**config.mk**
```make
export PLATFORM = sky130hd
export DESIGN_NAME = shop_cmd_tx
export DESIGN_NICKNAME = d
export VERILOG_FILES = /design/src/rtl/shop_cmd_tx.sv
export SDC_FILE = /design/constraint.sdc
export NUM_CORES = 1
export LEC_CHECK = 0
export CAP_MARGIN = 25
export CORE_MARGIN = 5
export CORE_UTILIZATION = 30
export CTS_CLUSTER_DIAMETER = 120
export DETAILED_ROUTE_END_ITERATION = 16
export PLACE_DENSITY = 0.58
export SYNTH_ARGS = -nofsm -noshare
export SYNTH_HDL_FRONTEND = slang
export SYNTH_SLANG_ARGS = --single-unit
```
**constraint.sdc**
```tcl
create_clock -name i_clk -period 2.7 [get_ports i_clk]
set_input_delay 0.54 -clock i_clk [delete_from_list [all_inputs] [get_ports i_clk]]
set_output_delay 0.54 -clock i_clk [all_outputs]
set_load 0.01 [all_outputs]
```
**src/rtl/shop_cmd_tx.sv**
```systemverilog
// -----------------------------------------------------------------------------
// shop_cmd_tx
//   Command-frame transmitter for the shop command processor. Accepts one
//   encoded command (keyword code, user ID, 0..2 argument words) and
//   serialises it as a frame of 24-bit ASCII words on o_a. Each word is
//   marked by a one-cycle o_rdy strobe. GAP_CYCLES idle cycles separate
//   consecutive words.
//
//   Optional feature macro: SHOP_TX_CHECKSUM_EN
//     defined   -> one trailer word is appended to every frame. The trailer is
//                  the XOR of all preceding words in that frame.
//     undefined -> no trailer word and no XOR logic.
//
// Ports
//   i_clk    in   1   clock, rising edge
//   i_reset  in   1   asynchronous reset, active-low
//   i_start  in   1   frame request (honoured in IDLE and FIN only)
//   i_cmd    in   3   keyword code 0..7
//   i_user   in   4   user ID; IDs >= MAX_USERS are rejected with o_err
//   i_nargs  in   2   argument word count (3 behaves as 2)
//   i_arg0   in  24   first argument word
//   i_arg1   in  24   second argument word
//   o_rdy    out  1   word strobe
//   o_u      out  4   user ID of the latest accepted frame
//   o_a      out 24   current word; holds its value between strobes
//   o_busy   out  1   frame in progress
//   o_done   out  1   one-cycle pulse at frame completion
//   o_err    out  1   one-cycle pulse for a rejected request
// -----------------------------------------------------------------------------
module shop_cmd_tx #(
    parameter int O_A_NUM_BITS = 24,
    parameter int O_U_NUM_BITS = 4,
    parameter int MAX_USERS    = 5,
    parameter int GAP_CYCLES   = 1
) (
    input  logic                    i_clk,
    input  logic                    i_reset,
    input  logic                    i_start,
    input  logic [2:0]              i_cmd,
    input  logic [O_U_NUM_BITS-1:0] i_user,
    input  logic [1:0]              i_nargs,
    input  logic [O_A_NUM_BITS-1:0] i_arg0,
    input  logic [O_A_NUM_BITS-1:0] i_arg1,
    output logic                    o_rdy,
    output logic [O_U_NUM_BITS-1:0] o_u,
    output logic [O_A_NUM_BITS-1:0] o_a,
    output logic                    o_busy,
    output logic                    o_done,
    output logic                    o_err
);

    typedef enum logic [1:0] {
        ST_IDLE = 2'd0,
        ST_WORD = 2'd1,
        ST_GAP  = 2'd2,
        ST_FIN  = 2'd3
    } state_t;

    localparam logic [O_U_NUM_BITS-1:0] USER_LIMIT = O_U_NUM_BITS'(MAX_USERS);
    localparam logic [3:0]              GAP_RELOAD = 4'(GAP_CYCLES);
`ifdef SHOP_TX_CHECKSUM_EN
    localparam logic [2:0]              TRAILER_WORDS = 3'd1;
`else
    localparam logic [2:0]              TRAILER_WORDS = 3'd0;
`endif

    // Keyword ROM: three left-justified ASCII words, zero padded.
    function automatic logic [71:0] kw_rom(input logic [2:0] cmd);
        logic [71:0] kw;
        case (cmd)
            3'd0:    kw = {24'h4C6F67, 24'h6F7574, 24'h000000}; // "Log" "out"
            3'd1:    kw = {24'h4C6F67, 24'h696E00, 24'h000000}; // "Log" "in"
            3'd2:    kw = {24'h416464, 24'h557372, 24'h000000}; // "Add" "Usr"
            3'd3:    kw = {24'h44656C, 24'h557372, 24'h000000}; // "Del" "Usr"
            3'd4:    kw = {24'h416464, 24'h497465, 24'h6D0000}; // "Add" "Ite" "m"
            3'd5:    kw = {24'h44656C, 24'h497465, 24'h6D0000}; // "Del" "Ite" "m"
            3'd6:    kw = {24'h427579, 24'h000000, 24'h000000}; // "Buy"
            3'd7:    kw = {24'h4E4F4E, 24'h450000, 24'h000000}; // "NON" "E"
            default: kw = 72'h0;
        endcase
        return kw;
    endfunction

    // Number of keyword words: stop at the first all-zero word (word 0 is never zero).
    function automatic logic [2:0] kw_len(input logic [71:0] kw);
        logic [2:0] len;
        if (kw[47:24] == 24'h000000) begin
            len = 3'd1;
        end else if (kw[23:0] == 24'h000000) begin
            len = 3'd2;
        end else begin
            len = 3'd3;
        end
        return len;
    endfunction

`ifdef SHOP_TX_CHECKSUM_EN
    // Running frame checksum: fold one more word into the accumulator.
    function automatic logic [O_A_NUM_BITS-1:0] csum_fold(input logic [O_A_NUM_BITS-1:0] acc,
                                                          input logic [O_A_NUM_BITS-1:0] word);
        return acc ^ word;
    endfunction
`endif

    state_t                  state_r;
    logic [2:0]              cmd_r;
    logic [1:0]              nargs_r;
    logic [O_A_NUM_BITS-1:0] arg0_r;
    logic [O_A_NUM_BITS-1:0] arg1_r;
    logic [2:0]              n_words_r;
    logic [2:0]              word_idx_r;
    logic [3:0]              gap_cnt_r;
`ifdef SHOP_TX_CHECKSUM_EN
    logic [O_A_NUM_BITS-1:0] csum_r;
`endif

    logic [71:0]             kw_s;
    logic [2:0]              kw_len_s;
    logic [2:0]              next_idx_s;
    logic [O_A_NUM_BITS-1:0] next_word_s;
    logic [71:0]             start_kw_s;
    logic [1:0]              start_nargs_s;
    logic [2:0]              start_n_s;
    logic                    user_ok_s;
    logic                    last_word_s;

    // Request-side decode: effective arg count, frame length, user validity.
    always_comb begin
        start_kw_s    = kw_rom(i_cmd);
        start_nargs_s = (i_nargs == 2'd3) ? 2'd2 : i_nargs;
        start_n_s     = kw_len(start_kw_s) + {1'b0, start_nargs_s} + TRAILER_WORDS;
        user_ok_s     = (i_user < USER_LIMIT);
    end

    // Select the word following the one currently on o_a: keyword, args, then trailer.
    always_comb begin
        kw_s        = kw_rom(cmd_r);
        kw_len_s    = kw_len(kw_s);
        next_idx_s  = word_idx_r + 3'd1;
        last_word_s = (word_idx_r == (n_words_r - 3'd1));
        next_word_s = '0;
        if (next_idx_s < kw_len_s) begin
            case (next_idx_s)
                3'd1:    next_word_s = kw_s[47:24];
                3'd2:    next_word_s = kw_s[23:0];
                default: next_word_s = kw_s[71:48];
            endcase
        end else if ((next_idx_s == kw_len_s) && (nargs_r != 2'd0)) begin
            next_word_s = arg0_r;
        end else if ((next_idx_s == (kw_len_s + 3'd1)) && (nargs_r == 2'd2)) begin
            next_word_s = arg1_r;
        end else begin
`ifdef SHOP_TX_CHECKSUM_EN
            next_word_s = csum_r;
`else
            next_word_s = '0;
`endif
        end
    end

    // Frame FSM with registered handshake outputs.
    always_ff @(posedge i_clk or negedge i_reset) begin
        if (!i_reset) begin
            state_r    <= ST_IDLE;
            cmd_r      <= 3'd0;
            nargs_r    <= 2'd0;
            arg0_r     <= '0;
            arg1_r     <= '0;
            n_words_r  <= 3'd0;
            word_idx_r <= 3'd0;
            gap_cnt_r  <= 4'd0;
`ifdef SHOP_TX_CHECKSUM_EN
            csum_r     <= '0;
`endif
            o_rdy      <= 1'b0;
            o_u        <= '0;
            o_a        <= '0;
            o_busy     <= 1'b0;
            o_done     <= 1'b0;
            o_err      <= 1'b0;
        end else begin
            o_rdy  <= 1'b0;
            o_done <= 1'b0;
            o_err  <= 1'b0;
            case (state_r)
                // FIN accepts a new request exactly like IDLE.
                ST_IDLE, ST_FIN: begin
                    o_busy <= 1'b0;
                    if (i_start && user_ok_s) begin
                        cmd_r      <= i_cmd;
                        nargs_r    <= start_nargs_s;
                        arg0_r     <= i_arg0;
                        arg1_r     <= i_arg1;
                        n_words_r  <= start_n_s;
                        word_idx_r <= 3'd0;
`ifdef SHOP_TX_CHECKSUM_EN
                        csum_r     <= start_kw_s[71:48];
`endif
                        o_u        <= i_user;
                        o_a        <= start_kw_s[71:48];
                        o_rdy      <= 1'b1;
                        o_busy     <= 1'b1;
                        state_r    <= ST_WORD;
                    end else if (i_start) begin
                        o_err   <= 1'b1;
                        state_r <= ST_IDLE;
                    end else begin
                        state_r <= ST_IDLE;
                    end
                end
                ST_WORD: begin
                    gap_cnt_r <= GAP_RELOAD;
                    if (last_word_s) begin
                        o_busy  <= 1'b0;
                        o_done  <= 1'b1;
                        state_r <= ST_FIN;
                    end else if (GAP_CYCLES == 0) begin
                        o_a        <= next_word_s;
                        o_rdy      <= 1'b1;
                        word_idx_r <= next_idx_s;
`ifdef SHOP_TX_CHECKSUM_EN
                        csum_r     <= csum_fold(csum_r, next_word_s);
`endif
                        state_r    <= ST_WORD;
                    end else begin
                        state_r <= ST_GAP;
                    end
                end
                ST_GAP: begin
                    // The counter was loaded with GAP_CYCLES; leave after that many gap cycles.
                    if (gap_cnt_r <= 4'd1) begin
                        o_a        <= next_word_s;
                        o_rdy      <= 1'b1;
                        word_idx_r <= next_idx_s;
`ifdef SHOP_TX_CHECKSUM_EN
                        csum_r     <= csum_fold(csum_r, next_word_s);
`endif
                        state_r    <= ST_WORD;
                    end else begin
                        gap_cnt_r <= gap_cnt_r - 4'd1;
                        state_r   <= ST_GAP;
                    end
                end
                default: begin
                    o_busy  <= 1'b0;
                    state_r <= ST_IDLE;
                end
            endcase
        end
    end

endmodule
```
; Yosys cells after proc, flatten, opt, wreduce, memory -nomap -nowiden
; Memory sizes are Yosys's and may differ from the RTL's.
; Index checks and enable logic that the tools add are counted.
[op_classes]
add_sub_neg = 5
n_lt_le_gt_ge = 3
n_eq_ne = 14
muxes = 31
reduce_logical = 17
[ops]
columns = operator, n
row1 = 2-to-1 mux 24 bit, 5
row2 = zero test 24 bit, 4
row3 = one-hot mux 24 bit (2 select lines), 2
row4 = 2-to-1 mux 1 bit, 12
row5 = == test 3 bit, 3
row6 = 2-to-1 mux 3 bit, 3
row7 = "== test 2 bit, second input constant", 4
row8 = "!= test 2 bit, second input constant", 4
row9 = one-hot mux 4 bit (2 select lines), 1
row10 = nonzero test 2 bit, 4
row11 = "adder 3 x 1 -> 3 bit, second input constant", 2
row12 = 2-to-1 mux 2 bit, 3
row13 = one-hot mux 2 bit (3 select lines), 1
row14 = one-hot mux 3 bit (2 select lines), 1
row15 = AND reduction 2 bit, 3
row16 = "less-or-equal comparator 4 x 1 -> 1 bit, second input constant", 1
row17 = "less-than comparator 4 x 3 -> 1 bit, second input constant", 1
row18 = 2-to-1 mux 4 bit, 1
row19 = one-hot mux 1 bit (2 select lines), 2
row20 = "subtractor 4 x 1 -> 4 bit, second input constant", 1
row21 = adder 3 x 2 -> 3 bit, 1
row22 = "== test 3 x 1 -> 1 bit, second input constant", 1
row23 = "== test 3 x 2 -> 1 bit, second input constant", 1
row24 = logical AND 1 bit, 3
row25 = 6 further kinds, 6
[word_totals]
reg_bits = 97
romBits = 640
inputBits = 60
out_inout_bits = 32
elab_cells = 86
mem_count = 2
[memory_table]
columns = name, depth, word_bits, rd, rd_ports_with_merged_regs, write_ports, line
row1 = (no name shown), 8, 40, 1, 0, 0, 70  ; case (cmd)
row2 = (no name shown), 8, 40, 1, 0, 0, 70

; Logic depth before layout (Yosys ltp)
; Gate-level depths: netlist (run 1).
; An unclocked memory read counts as a cell.
[depth]
depth_word = 12
ltp_mapped = 10

; Least setup slack after synthesis (run 1)
; OpenSTA, ideal clock, no wires.
[synth_timing]
kind = reg2reg
start = register cmd_r[1]
end = register o_a[6]
setup_time_ps = 94
t_arrival_ps = 2571
required_time_ps = 2606
slack_ps = 36
path_stages_with_launch = 10
path_buffers = 3
synth_period_minus_slack_ps = 2664
cell_sequence = dfrtp_1 -> clkbuf_1 -> clkbuf_1 -> a21oi_1 -> ha_1 -> nor3b_1 -> a21boi_4 -> buf_6 -> a22oi_2 -> a221oi_2
[synth_via]
elab_chain_len = 12
elab_cells_between_ends = 17
cone_classes = add/sub: 1 / order compare: 1 / eq/ne: 2 / mux: 8 / reduce/logical: 4 / memory: 1
[synth_rtl]
columns = element, line
row1 = "start, declared", 106  ; logic [2:0] cmd_r;
row2 = "start signal, assigned", 190  ; cmd_r <= i_cmd;
row3 = memory read (8 x 40 bit) (*), n/a
row4 = zero test 24 bit, 89  ; end else if (kw[23:0] == 24'h000000) begin
row5 = 2-to-1 mux 1 bit, 89
row6 = 2-to-1 mux 2 bit, 87  ; if (kw[47:24] == 24'h000000) begin
row7 = adder 3 x 1 -> 3 bit, 150  ; end else if ((next_idx_s == (kw_len_s + 3'd1)) && (nargs_r == 2'd2)) begin
row8 = == test 3 bit, 150
row9 = logical AND 1 bit, 150
row10 = 2-to-1 mux 24 bit, 150
row11 = 2-to-1 mux 24 bit, 148  ; end else if ((next_idx_s == kw_len_s) && (nargs_r != 2'd0)) begin
row12 = 2-to-1 mux 24 bit (*), 142  ; if (next_idx_s < kw_len_s) begin
row13 = 2-to-1 mux 24 bit (*), 231  ; if (gap_cnt_r <= 4'd1) begin
row14 = one-hot mux 24 bit (2 select lines) (*), 185  ; case (state_r)
row15 = "end signal, assigned", 200  ; o_a <= start_kw_s[71:48];
row16 = "end signal, assigned", 218  ; o_a <= next_word_s;
row17 = "end signal, assigned", 232  ; o_a <= next_word_s;
row18 = "end, declared", 46  ; output logic [O_A_NUM_BITS-1:0] o_a,
; Mark *: on every way between the ends. The rest lies on a longest branch, timed or not. The select of a mux whose other input is x is not followed.
; A chain may end at the register's enable or synchronous reset.

; Worst setup path after layout (run 1)
[layout_timing]
start = register word_idx_r[0]
end = register o_a[6]
[layout_via]
elab_chain_len = 8
elab_cells_between_ends = 14
cone_classes = add/sub: 1 / order compare: 1 / eq/ne: 4 / mux: 6 / reduce/logical: 2
[layout_rtl]
columns = element, line
row1 = "start, declared", 111  ; logic [2:0] word_idx_r;
row2 = "start signal, assigned", 220  ; word_idx_r <= next_idx_s;
row3 = "start signal, assigned", 234  ; word_idx_r <= next_idx_s;
row4 = adder 3 x 1 -> 3 bit (*), 139  ; next_idx_s = word_idx_r + 3'd1;
row5 = == test 3 bit, 150
row6 = logical AND 1 bit, 150
row7 = 2-to-1 mux 24 bit, 150
row8 = 2-to-1 mux 24 bit, 148
row9 = 2-to-1 mux 24 bit (*), 142
row10 = 2-to-1 mux 24 bit (*), 231
row11 = one-hot mux 24 bit (2 select lines) (*), 185
; Marks and branches as above.

==> run_results.csv, run 1 <==
group,metric,value,unit
outcome,status,"finished, final reports clean",
detailed_routing,postRouteAntennaNets,0,
synth,ys_warn_count,0,
synth,syn_inst,458,
sta,skew,9.53,ps
detailed_routing,drt-initial-drc-count,224,
placed_design,io_buffers,91,
final_layout,fin_cells,788,
floorplan,die_x,139,um
final_layout,area_delta_synth_final,33.9,%
floorplan,pin_count,92,
synth,synth-edff-count,0,
worst_setup_path,cp_slowest_cell,"dfrtp_1",
worst_setup_path,worstSetupStartpointType,"register",
sta,hold_violations,0,
job,drv_cap,0,
worst_setup_path,cp_cell_sequence,"inv_1, ha_1, ha_1, o211ai_1, nor2_2, buf_4, a22oi_2, a221oi_2",
sta,setup_viol,0,
final_layout,seq_area,0.00243,sq mm
final_layout,drive_above_1_share,20.8,%
worst_setup_path,cp-endpoint,"o_a[6]",
clock_tree,path_clk_slew,70,ps
detailed_routing,drc,0,
hold_path,hold_class,"in2async",
power_and_ir_drop,p_leak,2.72,nW
power_and_ir_drop,powerDensity,623,mW/mm^2
worst_setup_path,r2r.worst_path.cells,8,
global_routing,grt-ovfl-total,0,
synth,synthTopCellsByArea,"dfrtp_1 49%, mux2_2 13%, ha_1 2.8%, a21oi_1 2.6%, o21ai_0 2.5%",
global_routing,grt_pass1_wl,23.5,mm
worst_setup_path,r2r_slack,270,ps
synth,synth_area_per_cell,10.8,sq um
floorplan,num_rows,47,
placed_design,place_congestion,0.845,
floorplan,start_util,30.3,%
worst_setup_path,crit_top_cell,"ha_1",
detailed_routing,viasPerCell,5.14,
synth,synth_top_area_share,48.9,%
worst_setup_path,r2r_end,"o_a[6]",
synth,synth_flop_cell,"dfrtp_1",
synth,syn-num-nets,530,
synth,ys_ff_latch,97,
power_and_ir_drop,peakVddDrop,0.330,mV
global_routing,track_usage,15.1,%
detailed_routing,dr.pass1.iters,4,
final_layout,multiInputGateArea,0.00236,sq mm
worst_setup_path,critical_path_required,2950,ps
clock_tree,numCtsBuffers,9,
sta,rsz0062_at_grt,"no",
sta,max-slew-margin-rel,56.4,%
global_routing,grt_pass1_vias,4286,
synth,async_flop_share,100,%
clock_tree,cts_resized,0,
sta,post-route-worst-setup-slack,268,ps
worst_setup_path,r2r_start,"word_idx_r[0]",
worst_setup_path,worstSetupEndpointType,"register",
floorplan,core,0.0164,sq mm
sta,tns,0,ps
worst_setup_path,critical_path.max_stage_delay,440,ps
worst_setup_path,path_class,"reg2reg",
sta,finalCritPeriodShare,90.1,%
worst_setup_path,worstSetupStartpoint,"word_idx_r[0]",
synth,ys_seq_area_share,48.9,%
floorplan,die_y,139,um
clock_tree,cts_htree_levels,3,
floorplan,dieArea,0.0192,sq mm
detailed_routing,via_count,4052,
placed_design,hpwlAfterDp,10.7,mm
global_routing,grt_antenna_before_repair,0,
clock_tree,cts_root_buf,"clkbuf_16",
clock_tree,cts_hold_buffers,0,
detailed_routing,wire_per_inst,18.2,um
placed_design,pre_cts_slack,238,ps
detailed_routing,drt-total-wl,14.3,mm
placed_design,dp_cells,772,
worst_setup_path,critPathMaxFanout,10,
final_layout,fin_nets,635,
clock_tree,cts_tree,"yes",
sta,max_freq,411,MHz
synth,yosys.area.top_type,"dfrtp_1",
clock_tree,clockBufferDepth,2,
clock_tree,worstSkewPairLatency,350,ps
synth,synth_area,0.00497,sq mm
sta,worst_pin_slew,655,ps
sta,slew_violations,0,
clock_tree,postCtsSetupRepairBufs,0,
global_routing,grt_max_degree,52,
synth,yosys.cell_count.top_type,"dfrtp_1",
worst_setup_path,worstPathArrival,2680,ps
final_layout,antenna_cells,0,
final_layout,nFillCells,1589,
sta,min_period,2430,ps
synth,ys_types,57,
synth,synth_common_cells,"97 x dfrtp_1, 56 x mux2_2, 32 x nor2_1, 26 x a21oi_1, 26 x nand2_1",
clock_tree,cts_sinks,97,
[worst max-delay path, delay by kind of cell, from the launching register on]
kind,cells,cell delay [ps]
AO/OA/AOI/OAI,3,480
adder cells (fa/ha/maj),2,640
buffers and inverters,2,360
flip-flops,1,440
AND/OR/NAND/NOR,1,410
[power breakdown]
group | internal (mW) | switching [mW]
Clock | 0.737 | 0.549
Sequential | 1.71 | 0.169
Combinational | 0.541 | 0.443
Total | 2.98 | 1.16
[metal layers]
layer / vias up / track usage [%] / part of all wire [%]
li1: 1907 / - / -
met1: 2028 / 20.5 / 47
met2: 105 / 24.5 / 47
met3: 12 / 3.72 / 4.5
met4: 0 / 3.30 / 0.97
met5: - / 0 / 0
[cell usage in the layout (no fill, tap or decap), types with 4 or more instances in the layout]
cell type | synthesis | final
clkinv_2 | 0 | 4
buf_4 | 0 | 25
nand2_1 | 26 | 26
a211oi_1 | 4 | 4
xor2_1 | 4 | 4
nand2b_1 | 5 | 5
ha_1 | 11 | 11
nor2b_1 | 6 | 6
o21ai_0 | 25 | 25
a22o_1 | 6 | 6
buf_12 | 0 | 7
nor2_1 | 32 | 31
o31ai_1 | 9 | 9
a21o_1 | 5 | 5
a221oi_1 | 7 | 7
nand3_1 | 14 | 14
a21oi_1 | 26 | 26
clkbuf_16 | 0 | 9
dfrtp_1 | 97 | 97
clkdlybuf4s50_1 | 0 | 90
nor3_1 | 7 | 6
a31oi_1 | 8 | 8
o22ai_1 | 9 | 9
inv_1 | 16 | 16
mux2_2 | 56 | 56
[layout make-up]
class                           count  area share, %
Sequential cell                    97           36.5
Multi-Input combinational cell    316           35.5
Timing Repair Buffer              122           18.5
Tap cell                          220           4.14
Clock buffer                       10           3.59
Inverter                           17          0.959
Clock inverter                      6          0.865
[through the flow]
stage                     utilization (%)  hold slack (ps)  power, mW  instance area [sq um]
final                                40.5              215       4.14                   6650
after global routing                 40.5              263       4.38                   6650
after CTS                            40.5              236       4.21                   6650
after detailed placement             38.7              479       2.90                   6360
after global placement               38.7              485       2.88                   6360
after floorplan                         -              244       2.39                   4970
[worst min path at each step]
stage | start | slack (ps) | cells after the start | to
2_1_floorplan | i_reset | 240 | 0 | arg0_r[0]
3_3_place_gp | o_a[21] | 480 | 2 | o_a[21]
3_5_place_dp | o_a[16] | 480 | 2 | o_a[16]
4_1_cts | i_reset | 240 | 1 | gap_cnt_r[0]
5_1_grt | i_reset | 260 | 1 | gap_cnt_r[0]
6_report | i_reset | 210 | 1 | o_done
[logic make-up (layout without fill, tap and decap cells)]
| group | count (synthesis) | count (layout) | share of synthesized area [%] |
|---|---|---|---|
| mux | 58 | 58 | 13.1 |
| buf+inv | 45 | 155 | 3.88 |
| compound gates | 138 | 138 | 20.3 |
| simple gates | 101 | 101 | 9.35 |
| xor+xnor | 7 | 7 | 1.39 |
| fa+ha+maj | 12 | 12 | 3.17 |
| flops | 97 | 97 | 48.9 |
[sequential cells by signal (all words and copies together) (netlist names)]
name / count
o_u: 4
state_r: 2
arg1_r: 24
word_idx_r: 3
cmd_r: 3
o_done: 1
o_err: 1
gap_cnt_r: 4
o_a: 24
o_rdy: 1
arg0_r: 24
nargs_r: 2
n_words_r: 3
o_busy: 1
Note: power is estimated with default switching activity, not from simulation.
==> run 2, diff against run 1 <==
--- a/config.mk
+++ b/config.mk
@@ -5,7 +5,8 @@
 export SDC_FILE = /design/constraint.sdc
 export NUM_CORES = 1
 export LEC_CHECK = 0
-export CAP_MARGIN = 25
+export ABC_CLOCK_PERIOD_IN_PS = 2700
+export CAP_MARGIN = 20
 export CORE_MARGIN = 5
 export CORE_UTILIZATION = 30
 export CTS_CLUSTER_DIAMETER = 120
@@ -14,3 +15,4 @@
 export SYNTH_ARGS = -nofsm -noshare
 export SYNTH_HDL_FRONTEND = slang
 export SYNTH_SLANG_ARGS = --single-unit
+export TNS_END_PERCENT = 50
==> results of run 2 <==
Final layout, timing and power as in run 1 (identical DEF).
==> run 3, diff against run 2 <==
--- a/config.mk
+++ b/config.mk
@@ -11,6 +11,7 @@
 export CORE_UTILIZATION = 30
 export CTS_CLUSTER_DIAMETER = 120
 export DETAILED_ROUTE_END_ITERATION = 16
+export MAX_ROUTING_LAYER = met4
 export PLACE_DENSITY = 0.58
 export SYNTH_ARGS = -nofsm -noshare
 export SYNTH_HDL_FRONTEND = slang
==> run 3 against run 2 <==
Critical endpoint is now o_a[14]. Worst setup slack got worse by 54 ps. Critical path type unchanged. Largest power group unchanged. Critical path depth unchanged. Total power increased by 0.64%.
==> run_results.csv, run 3 (synthesis results as in run 1) <==
group,metric,value,unit
hold_path,hold_class,"in2async",
worst_setup_path,worstPathArrival,2740,ps
worst_setup_path,crit_top_cell,"ha_1",
sta,tns,0,ps
final_layout,nFillCells,1576,
worst_setup_path,cp_slowest_cell,"nor2_2",
power_and_ir_drop,p_leak,2.73,nW
worst_setup_path,worstSetupEndpointType,"register",
final_layout,final_common_cell,"dfrtp_1",
floorplan,num_rows,47,
sta,slew_violations,0,
global_routing,grt_pass1_wl,23.5,mm
final_layout,area_delta_synth_final,34.4,%
detailed_routing,drt-total-wl,14.4,mm
worst_setup_path,critical_path.max_stage_delay,490,ps
clock_tree,cts_hold_buffers,0,
outcome,status,"finished, final reports clean",
clock_tree,cts_tree,"yes",
clock_tree,clockBufferDepth,2,
clock_tree,path_clk_slew,70,ps
final_layout,drive_above_1_share,20.7,%
detailed_routing,wire_per_inst,18.2,um
worst_setup_path,critical_path_required,2960,ps
placed_design,hpwlAfterDp,10.7,mm
power_and_ir_drop,p_clk_share,31.3,%
sta,setup_viol,0,
clock_tree,cts_htree_levels,3,
sta,min_period,2490,ps
floorplan,die_y,139,um
clock_tree,cts_resized,0,
worst_setup_path,path_class,"reg2reg",
placed_design,placed_area,0.00638,sq mm
sta,max-slew-margin-rel,54.7,%
detailed_routing,drc,0,
worst_setup_path,cp_cell_sequence,"inv_1, ha_1, ha_1, o211ai_1, nor2_2, buf_4, a22oi_2, a221oi_2",
worst_setup_path,critPathMaxFanout,12,
final_layout,fin_nets,638,
power_and_ir_drop,powerDensity,625,mW/mm^2
placed_design,io_buffers,91,
sta,hold_violations,0,
job,drv_cap,0,
sta,max_freq,402,MHz
final_layout,final_cell_mix,"97 x dfrtp_1, 90 x clkdlybuf4s50_1, 56 x mux2_2, 31 x nor2_1, 28 x buf_4",
power_and_ir_drop,swShare,27.7,%
clock_tree,numCtsBuffers,9,
sta,skew,9.95,ps
detailed_routing,postRouteAntennaNets,0,
global_routing,grt_max_degree,51,
floorplan,start_util,30.3,%
clock_tree,postCtsSetupRepairBufs,0,
clock_tree,cts_root_buf,"clkbuf_16",
placed_design,place_congestion,0.869,
global_routing,grt_pass1_vias,4351,
sta,rsz0062_at_grt,"no",
power_and_ir_drop,pwr-share-seq,45.1,%
worst_setup_path,worstSetupStartpointType,"register",
sta,worst_pin_slew,680,ps
clock_tree,cts_sinks,97,
power_and_ir_drop,p_sw,1.16,mW
detailed_routing,drt-initial-drc-count,293,
power_and_ir_drop,comb_power_share,23.6,%
global_routing,track_usage,15.8,%
power_and_ir_drop,peakVddDrop,0.314,mV
detailed_routing,viasPerCell,5.06,
floorplan,dieArea,0.0192,sq mm
global_routing,grt_antenna_before_repair,0,
floorplan,die_x,139,um
final_layout,antenna_cells,0,
sta,finalCritPeriodShare,92.1,%
power_and_ir_drop,p_int,3.01,mW
floorplan,core,0.0164,sq mm
detailed_routing,via_count,4001,
clock_tree,worstSkewPairLatency,350,ps
floorplan,pin_count,92,
final_layout,fin_area,0.00668,sq mm
detailed_routing,dr.pass1.iters,4,
global_routing,grt-ovfl-total,0,
final_layout,top_regs,"arg0_r x24, arg1_r x24, o_a x24",
==> run 3: cell types whose count changed in the layout (fill, tap and decap cells not counted), sizes merged <==
cell / delta
buf: +3
clkbuf: +3
clkinv: -4
==> run 3: path summary, 6_finish.rpt <==
kind / from / to / slack [ps] / cells after the start
min in group i_clk: o_a[21] / o_a[21] / 490 / 2
hold / removal: i_reset / gap_cnt_r[0] / 220 / 1
setup / recovery: word_idx_r[0] / o_a[14] / 210 / 8
hold reg to reg: o_a[21] / o_a[21] / 490 / 2
setup reg to reg: word_idx_r[0] / o_a[14] / 210 / 8
max in group asynchronous: i_reset / arg0_r[23] / 1830 / 2
==> run 3: layer usage <==
metal	vias up	share of wire, %	global-route usage, %
met3	14	5.8	4.03
met1	1973	46	20.5
met4	0	1.0	3.60
met5	-	0	-
met2	103	47	25.0
li1	1911	-	-
==> run 3: per-stage QoR <==
stage / utilization (%) / hold WS (ps) / worst slack (ps) / power (mW) / cells
2_1_floorplan: - / 244 / 35.7 / 2.39 / 458
3_3_place_gp: 38.9 / 480 / 250 / 2.89 / 775
3_5_place_dp: 38.9 / 482 / 184 / 2.91 / 775
5_1_grt: 40.7 / 281 / 4.88 / 4.41 / 790
6_report: 40.7 / 225 / 214 / 4.17 / 790
4_1_cts: 40.7 / 244 / 181 / 4.23 / 790
==> run 3: worst max-delay path: cells and delay by family, from the launching register on <==
| kind | cells | cell delay (ps) |
|---|---|---|
| AO/OA/AOI/OAI | 3 | 460 |
| AND/OR/NAND/NOR | 1 | 490 |
| adder cells (fa/ha/maj) | 2 | 640 |
| buffers and inverters | 2 | 370 |
| flip-flops | 1 | 430 |
==> run 3: area by class of cell <==
type	instances	area [sq um]	area share [%]
clock buffer	13	260	3.90
clock inverter	2	37.5	0.562
inverter	17	63.8	0.956
multi-input combinational	316	2360	35.4
sequential	97	2430	36.4
tap	220	275	4.12
timing repair buffer	125	1250	18.7
==> run 3: power by group through the flow <==
stage,logic [mW],clock network [mW],registers [mW]
final,0.983,1.31,1.88
after global routing,1.09,1.40,1.92
after CTS,0.999,1.35,1.89
after detailed placement,0.995,0,1.91
after global placement,0.985,0,1.90
after floorplan,0.510,0,1.88
